<file path="config.mk">
export PLATFORM = sky130hd
export DESIGN_NAME = mem_arbiter
export DESIGN_NICKNAME = d
export VERILOG_FILES = /design/src/rtl/mem_arb_pkg.sv /design/src/rtl/mem_arb_pick.sv /design/src/rtl/mem_arbiter.sv
export SDC_FILE = /design/constraint.sdc
export NUM_CORES = 1
export LEC_CHECK = 0
export ABC_AREA = 1
export ABC_CLOCK_PERIOD_IN_PS = 1360
export BUFFER_PORTS_ARGS = -buffer_cell sky130_fd_sc_hd__buf_4
export CAP_MARGIN = 20
export CORE_AREA = 2 2 213 215
export CTS_CLUSTER_SIZE = 20
export DETAILED_ROUTE_END_ITERATION = 6
export DIE_AREA = 0 0 215 217
export PLACE_DENSITY_LB_ADDON = 0.15
export SLEW_MARGIN = 10
export SYNTH_ARGS = -nofsm -noshare
export SYNTH_HDL_FRONTEND = slang
export SYNTH_SLANG_ARGS = --single-unit
</file>
<file path="constraint.sdc">
create_clock -name clk -period 1.36 [get_ports clk]
set_input_delay 0.272 -clock clk [delete_from_list [all_inputs] [get_ports clk]]
set_output_delay 0.272 -clock clk [all_outputs]
set_load 0.1 [all_outputs]
</file>
<file path="src/rtl/mem_arb_pkg.sv">
// rtl/mem_arb_pkg.sv - shared encodings and default widths for the memory arbiter
package mem_arb_pkg;

   typedef enum logic [1:0] {
      IDLE = 2'd0,
      REQ  = 2'd1,
      RESP = 2'd2
   } state_t;

   typedef enum logic {
      OWNER_IFU = 1'b0,
      OWNER_LSU = 1'b1
   } owner_t;

   localparam int DEF_ADDR_W = 64;
   localparam int DEF_DATA_W = 64;
   localparam int DEF_MASK_W = 8;

endpackage

</file>
<file path="src/rtl/mem_arb_pick.sv">
// rtl/mem_arb_pick.sv - grant decision; MEM_ARB_RR_EN selects round-robin tie-break
module mem_arb_pick
   import mem_arb_pkg::*;
(
   input  logic   i_ifu_valid,
   input  logic   i_lsu_valid,
   input  owner_t i_last_owner,
   output logic   o_grant_ifu,
   output logic   o_grant_lsu
);

   logic w_lsu_wins_tie;

`ifdef MEM_ARB_RR_EN
   // LSU wins a tie only if IFU was granted last
   assign w_lsu_wins_tie = (i_last_owner == OWNER_IFU);
`else
   // Fixed priority: the last-owner input carries no information here
   logic w_unused_last_owner;
   assign w_unused_last_owner = i_last_owner;
   assign w_lsu_wins_tie      = 1'b1;
`endif

   // A lone requester is always granted; a tie is resolved by policy
   always_comb begin
      o_grant_ifu = 1'b0;
      o_grant_lsu = 1'b0;
      if (i_ifu_valid && i_lsu_valid) begin
         o_grant_lsu = w_lsu_wins_tie;
         o_grant_ifu = !w_lsu_wins_tie;
      end else begin
         o_grant_ifu = i_ifu_valid;
         o_grant_lsu = i_lsu_valid;
      end
   end

endmodule

</file>
<file path="src/rtl/mem_arbiter.sv">
// rtl/mem_arbiter.sv - IFU/LSU single-outstanding memory arbiter; MEM_ARB_RR_EN enables round-robin
module mem_arbiter
   import mem_arb_pkg::*;
#(
   parameter int ADDR_W = DEF_ADDR_W,
   parameter int DATA_W = DEF_DATA_W,
   parameter int MASK_W = DATA_W / 8
) (
   input  logic              clk,
   input  logic              rst,
   input  logic              ifu_req_valid,
   output logic              ifu_req_ready,
   input  logic [ADDR_W-1:0] ifu_addr,
   output logic              ifu_resp_valid,
   output logic [DATA_W-1:0] ifu_rdata,
   input  logic              lsu_req_valid,
   output logic              lsu_req_ready,
   input  logic [ADDR_W-1:0] lsu_addr,
   input  logic              lsu_wen,
   input  logic [DATA_W-1:0] lsu_wdata,
   input  logic [MASK_W-1:0] lsu_mask,
   output logic              lsu_resp_valid,
   output logic [DATA_W-1:0] lsu_rdata,
   output logic              mem_req_valid,
   input  logic              mem_req_ready,
   output logic [ADDR_W-1:0] mem_addr,
   output logic              mem_wen,
   output logic [DATA_W-1:0] mem_wdata,
   output logic [MASK_W-1:0] mem_mask,
   input  logic              mem_resp_valid,
   input  logic [DATA_W-1:0] mem_rdata
);

   state_t            r_state;
   state_t            w_state_nxt;
   owner_t            r_owner;
   owner_t            w_last_owner;
   logic [ADDR_W-1:0] r_addr;
   logic              r_wen;
   logic [DATA_W-1:0] r_wdata;
   logic [MASK_W-1:0] r_mask;
   logic              w_pick_ifu;
   logic              w_pick_lsu;
   logic              w_accept;

   mem_arb_pick u_pick (
      .i_ifu_valid  (ifu_req_valid),
      .i_lsu_valid  (lsu_req_valid),
      .i_last_owner (w_last_owner),
      .o_grant_ifu  (w_pick_ifu),
      .o_grant_lsu  (w_pick_lsu)
   );

   assign w_accept = ifu_req_ready | lsu_req_ready;

`ifdef MEM_ARB_RR_EN
   owner_t r_last_owner;

   // Remember who won the most recent grant so the other side wins the next tie
   always_ff @(posedge clk) begin
      if (rst) begin
         r_last_owner <= OWNER_IFU;
      end else if (w_accept) begin
         r_last_owner <= lsu_req_ready ? OWNER_LSU : OWNER_IFU;
      end
   end

   assign w_last_owner = r_last_owner;
`else
   assign w_last_owner = OWNER_IFU;
`endif

   // State register; reset abandons any in-flight transaction
   always_ff @(posedge clk) begin
      if (rst) begin
         r_state <= IDLE;
      end else begin
         r_state <= w_state_nxt;
      end
   end

   // Capture the granted request; IFU fetches are reads with no write payload
   always_ff @(posedge clk) begin
      if (rst) begin
         r_owner <= OWNER_IFU;
         r_addr  <= '0;
         r_wen   <= 1'b0;
         r_wdata <= '0;
         r_mask  <= '0;
      end else if (w_accept) begin
         if (lsu_req_ready) begin
            r_owner <= OWNER_LSU;
            r_addr  <= lsu_addr;
            r_wen   <= lsu_wen;
            r_wdata <= lsu_wdata;
            r_mask  <= lsu_mask;
         end else begin
            r_owner <= OWNER_IFU;
            r_addr  <= ifu_addr;
            r_wen   <= 1'b0;
            r_wdata <= '0;
            r_mask  <= '0;
         end
      end
   end

   // Next state and outputs; every output is forced low while reset is high
   always_comb begin
      w_state_nxt    = r_state;
      ifu_req_ready  = 1'b0;
      lsu_req_ready  = 1'b0;
      ifu_resp_valid = 1'b0;
      lsu_resp_valid = 1'b0;
      ifu_rdata      = '0;
      lsu_rdata      = '0;
      mem_req_valid  = 1'b0;
      mem_addr       = '0;
      mem_wen        = 1'b0;
      mem_wdata      = '0;
      mem_mask       = '0;
      if (!rst) begin
         case (r_state)
            IDLE: begin
               ifu_req_ready = w_pick_ifu;
               lsu_req_ready = w_pick_lsu;
               if (w_pick_ifu || w_pick_lsu) begin
                  w_state_nxt = REQ;
               end
            end
            REQ: begin
               mem_req_valid = 1'b1;
               mem_addr      = r_addr;
               mem_wen       = r_wen;
               mem_wdata     = r_wdata;
               mem_mask      = r_mask;
               if (mem_req_ready) begin
                  w_state_nxt = RESP;
               end
            end
            RESP: begin
               if (mem_resp_valid) begin
                  w_state_nxt = IDLE;
                  if (r_owner == OWNER_LSU) begin
                     lsu_resp_valid = 1'b1;
                     lsu_rdata      = mem_rdata;
                  end else begin
                     ifu_resp_valid = 1'b1;
                     ifu_rdata      = mem_rdata;
                  end
               end
            end
            default: begin
               w_state_nxt = IDLE;
            end
         endcase
      end
   end

endmodule

</file>
==> out/qor.yml <==
final_layout:
  final_layout_size_suffix_gt1_frac: 0.515
  final_nets: 2291
  fin_area_sq_um: 21400
  instances_no_fill: 2633
  area_delta_synth_final_pct: 168
  n_antenna_cell: 0
  fin_util: 0.478
synthesis:
  netlist-cell-type-count: 17
  yosysSeqAreaShare: 0.352
  syn_area_sq_um: 7970
  synthTopCellsByArea: "dfxtp_1 35%, nor2_1 19%, nand2_1 16%"
  synth-edff-count: 0
  synthCells: 1407
  synth_ff_type: "dfxtp_1"
  yosysWarnings: 0
  synth.top_cell.area_share: 0.352
  synth_nets: 1678
  yosysMostFrequentCell: "nor2_1"
  synth_seq_cells: 140
  avgSynthCellArea_sq_um: 5.66
  async_flop_share: 0
  synth_area_leader_cell: "dfxtp_1"
  synth_common_cells: "398 x nor2_1, 332 x nand2_1, 210 x inv_1, 140 x dfxtp_1, 139 x nand3_1"
floorplanning:
  initial_utilization: 0.178
  die_area_sq_um: 46700
  ios: 541
  die_w_um: 215
  placementRows: 78
  core_region_area_sq_um: 44700
  die_h_um: 217
detailed_routing:
  via_per_inst: 4.11
  wirelength_um: 46200
  drc: 0
  wl_per_cell_um: 17.6
  drt_pass1_iterations: 5
  num_vias: 10826
  ant_nets: 0
  first_iter_violations: 414
power:
  power_switching_mw: 4.89
  p_sw_frac: 0.347
  p_leak_nw: 9.01
  cellPowerDensity_nw_per_um2: 659
  p_total_mw: 14.1
  vdd_drop_max_uv: 741
  power_frac_seq: 0.319
  clkPwrFrac: 0.320
  internal_power_mw: 9.20
  combPwrFrac: 0.361
sta:
  fin_worst_skew_ns: 0.00922
  setup_viol: 409
  hold_violations: 0
  slew_headroom: 0.395
  period_share: 1.62
  tns_ns: -250.19
  rsz0062_at_grt: "yes"
  drv_slew: 0
  tightestPinTransition_ns: 0.907
  fin_crit_ns: 2.20
  fmax_mhz: 454
  hold_slack_ns: 0.0922
  fin_ws_ns: -0.843
clocking:
  cts.path.max_buffers: 2
  clk_pin_slew_ns: 0.06
  cts_tree: "done"
  htree_levels: 4
  ctsHoldBuffers: 0
  worstSkewPairLatency_ns: 0.44
  cts_buffers: 17
  cts-root-buf: "clkbuf_16"
  cts_sinks: 140
min_path:
  holdCritPathClass: "in -> reg"
  hold_path_startpoint: "lsu_wdata[8]"
setup_path:
  setup.worst_path.start: "r_state[1]$_SDFFE_PP0P_"
  cpPeakStageDelay_ns: 0.37
  end_kind: "primary output"
  r2r-start: "r_state[1]$_SDFFE_PP0P_"
  cp.buffers_inverters: 6
  worstSetupPathType: "reg -> out"
  cp_max_fo: 7
  critPathSlowestCell: "dfxtp_4"
  start_kind: "flop"
  critPathArrivalTime_ns: 1.93
  crit_path_cell_trace: "inv_4 -> nor2_4 -> nand4_1 -> buf_6 -> buf_12 -> buf_12 -> buf_16 -> nor2_4 -> buf_12"
  cp_top_family: "buffers and inverters"
  worst_ep_required_time_ns: 1.09
  cpMostUsedCell: "buf_12"
global_route:
  grt_use_total: 0.186
  grt_pass1_wl_um: 66500
  grt_pass1_vias: 10993
  overflow: 0
  grt_max_degree: 69
  antenna_found_initial: 1
status:
  failed_checks: "negative setup slack"
  status: "complete, but fails checks"
placed_design:
  placed_area_sq_um: 14500
  post-dp-hpwl_um: 28900
  io_buffers: 540
  place_ws_ns: -0.558
  place_congestion: 0.787
  dp.cells: 2512
job:
  cap_violations: 0
[cells in the final DEF, fill, tap and decap left out]
master      netlist  routed
dfxtp_1         140     138
clkinvlp_4        0       8
buf_8             0      10
bufbuf_16         0       4
clkbuf_8          0       2
inv_1           210     204
inv_4             0       1
dfxtp_4           0       2
nand4_1           2       2
inv_6             0       1
o21ai_0           1       1
inv_2             3       3
buf_2            76       1
nor2_2            1       3
inv_8             0       1
clkbuf_16         0      30
nor2_1          398     129
buf_12            0     305
a21oi_2           0      12
bufinv_16         0       1
buf_6             0      17
buf_16            0      42
nand3_2           0       8
nand2_8           0       2
nand2_2           1       7
clkinv_2          0       5
nand2_1         332     316
nand3_4           0       2
nand3_1         139     129
o211ai_1          2       2
a21oi_1          74      62
nand2_4           0       8
buf_4             6     305
clkbuf_1         16       2
nor2_4            1     268
[what timing repair did]
action / in CTS / in global routing
buffers inserted: 38 / 10
endpoints found under the setup margin: 408 / 409
pin swaps: 24 / 43
resized for setup: 1031 / 105
cloned: 35 / 14
hold endpoints to repair: 0 / 0
[worst reg2reg max path: cells and delay by family (launching register included)]
family	cells	cell delay, ns
and+or+nand+nor	3	0.33
buffers and inverters	7	0.97
AOI/OAI and AO/OA	1	0.06
DFF	1	0.36
[power groups by stage]
| stage | Clock (mW) | Sequential [mW] | Combinational [mW] |
|---|---|---|---|
| 3_5_place_dp | 0 | 4.58 | 3.76 |
| 2_1_floorplan | 0 | 4.55 | 2.46 |
| 5_1_grt | 4.85 | 4.52 | 5.43 |
| 3_3_place_gp | 0 | 4.57 | 3.75 |
| 4_1_cts | 4.71 | 4.49 | 4.85 |
| 6_report | 4.52 | 4.49 | 5.08 |
[cells by family (layout without fill, tap and decap cells)]
group                  count (synthesis)  after routing  synth area share
AND/OR/NAND/NOR                      874            874             0.436
buffers and inverters                316            942             0.164
flip-flops                           140            140             0.352
AO/OA/AOI/OAI                         77             77            0.0490
[sequential cells by signal, indices dropped and copies added, names as in the netlist]
name     cells
r_owner      1
r_state      2
r_mask       8
r_addr      64
r_wen        1
r_wdata     64
[routing by layer]
| layer | wire length, um | share of wire | vias up | GRT usage |
|---|---|---|---|---|
| met2 | 23700 | 0.51 | 313 | 0.324 |
| met4 | 739 | 0.016 | 2 | 0.0448 |
| li1 | - | - | 5429 | - |
| met3 | 3050 | 0.066 | 36 | 0.0552 |
| met1 | 18700 | 0.40 | 5046 | 0.223 |
| met5 | 12 | 0.00026 | - | 0 |
[path summary, 6_finish.rpt]
check / to / slack, ns / depth (start not counted)
worst max-delay path: lsu_rdata[21] / -0.84 / 9
worst max register to register: r_wdata[40]$_SDFFE_PP0P_ / -0.49 / 11
worst min-delay path: r_wdata[8]$_SDFFE_PP0P_ / 0.09 / 3
worst min register to register: r_wdata[8]$_SDFFE_PP0P_ / 0.48 / 2
[final cells by class]
class	count	area (sq um)
sequential	140	2810
multi-input combinational	951	6090
clock inverter	11	93.8
inverter	213	825
clock buffer	21	460
tap	600	751
fill	4118	23300
timing repair buffer	697	10400
Note: power is estimated with default switching activity, not from simulation.
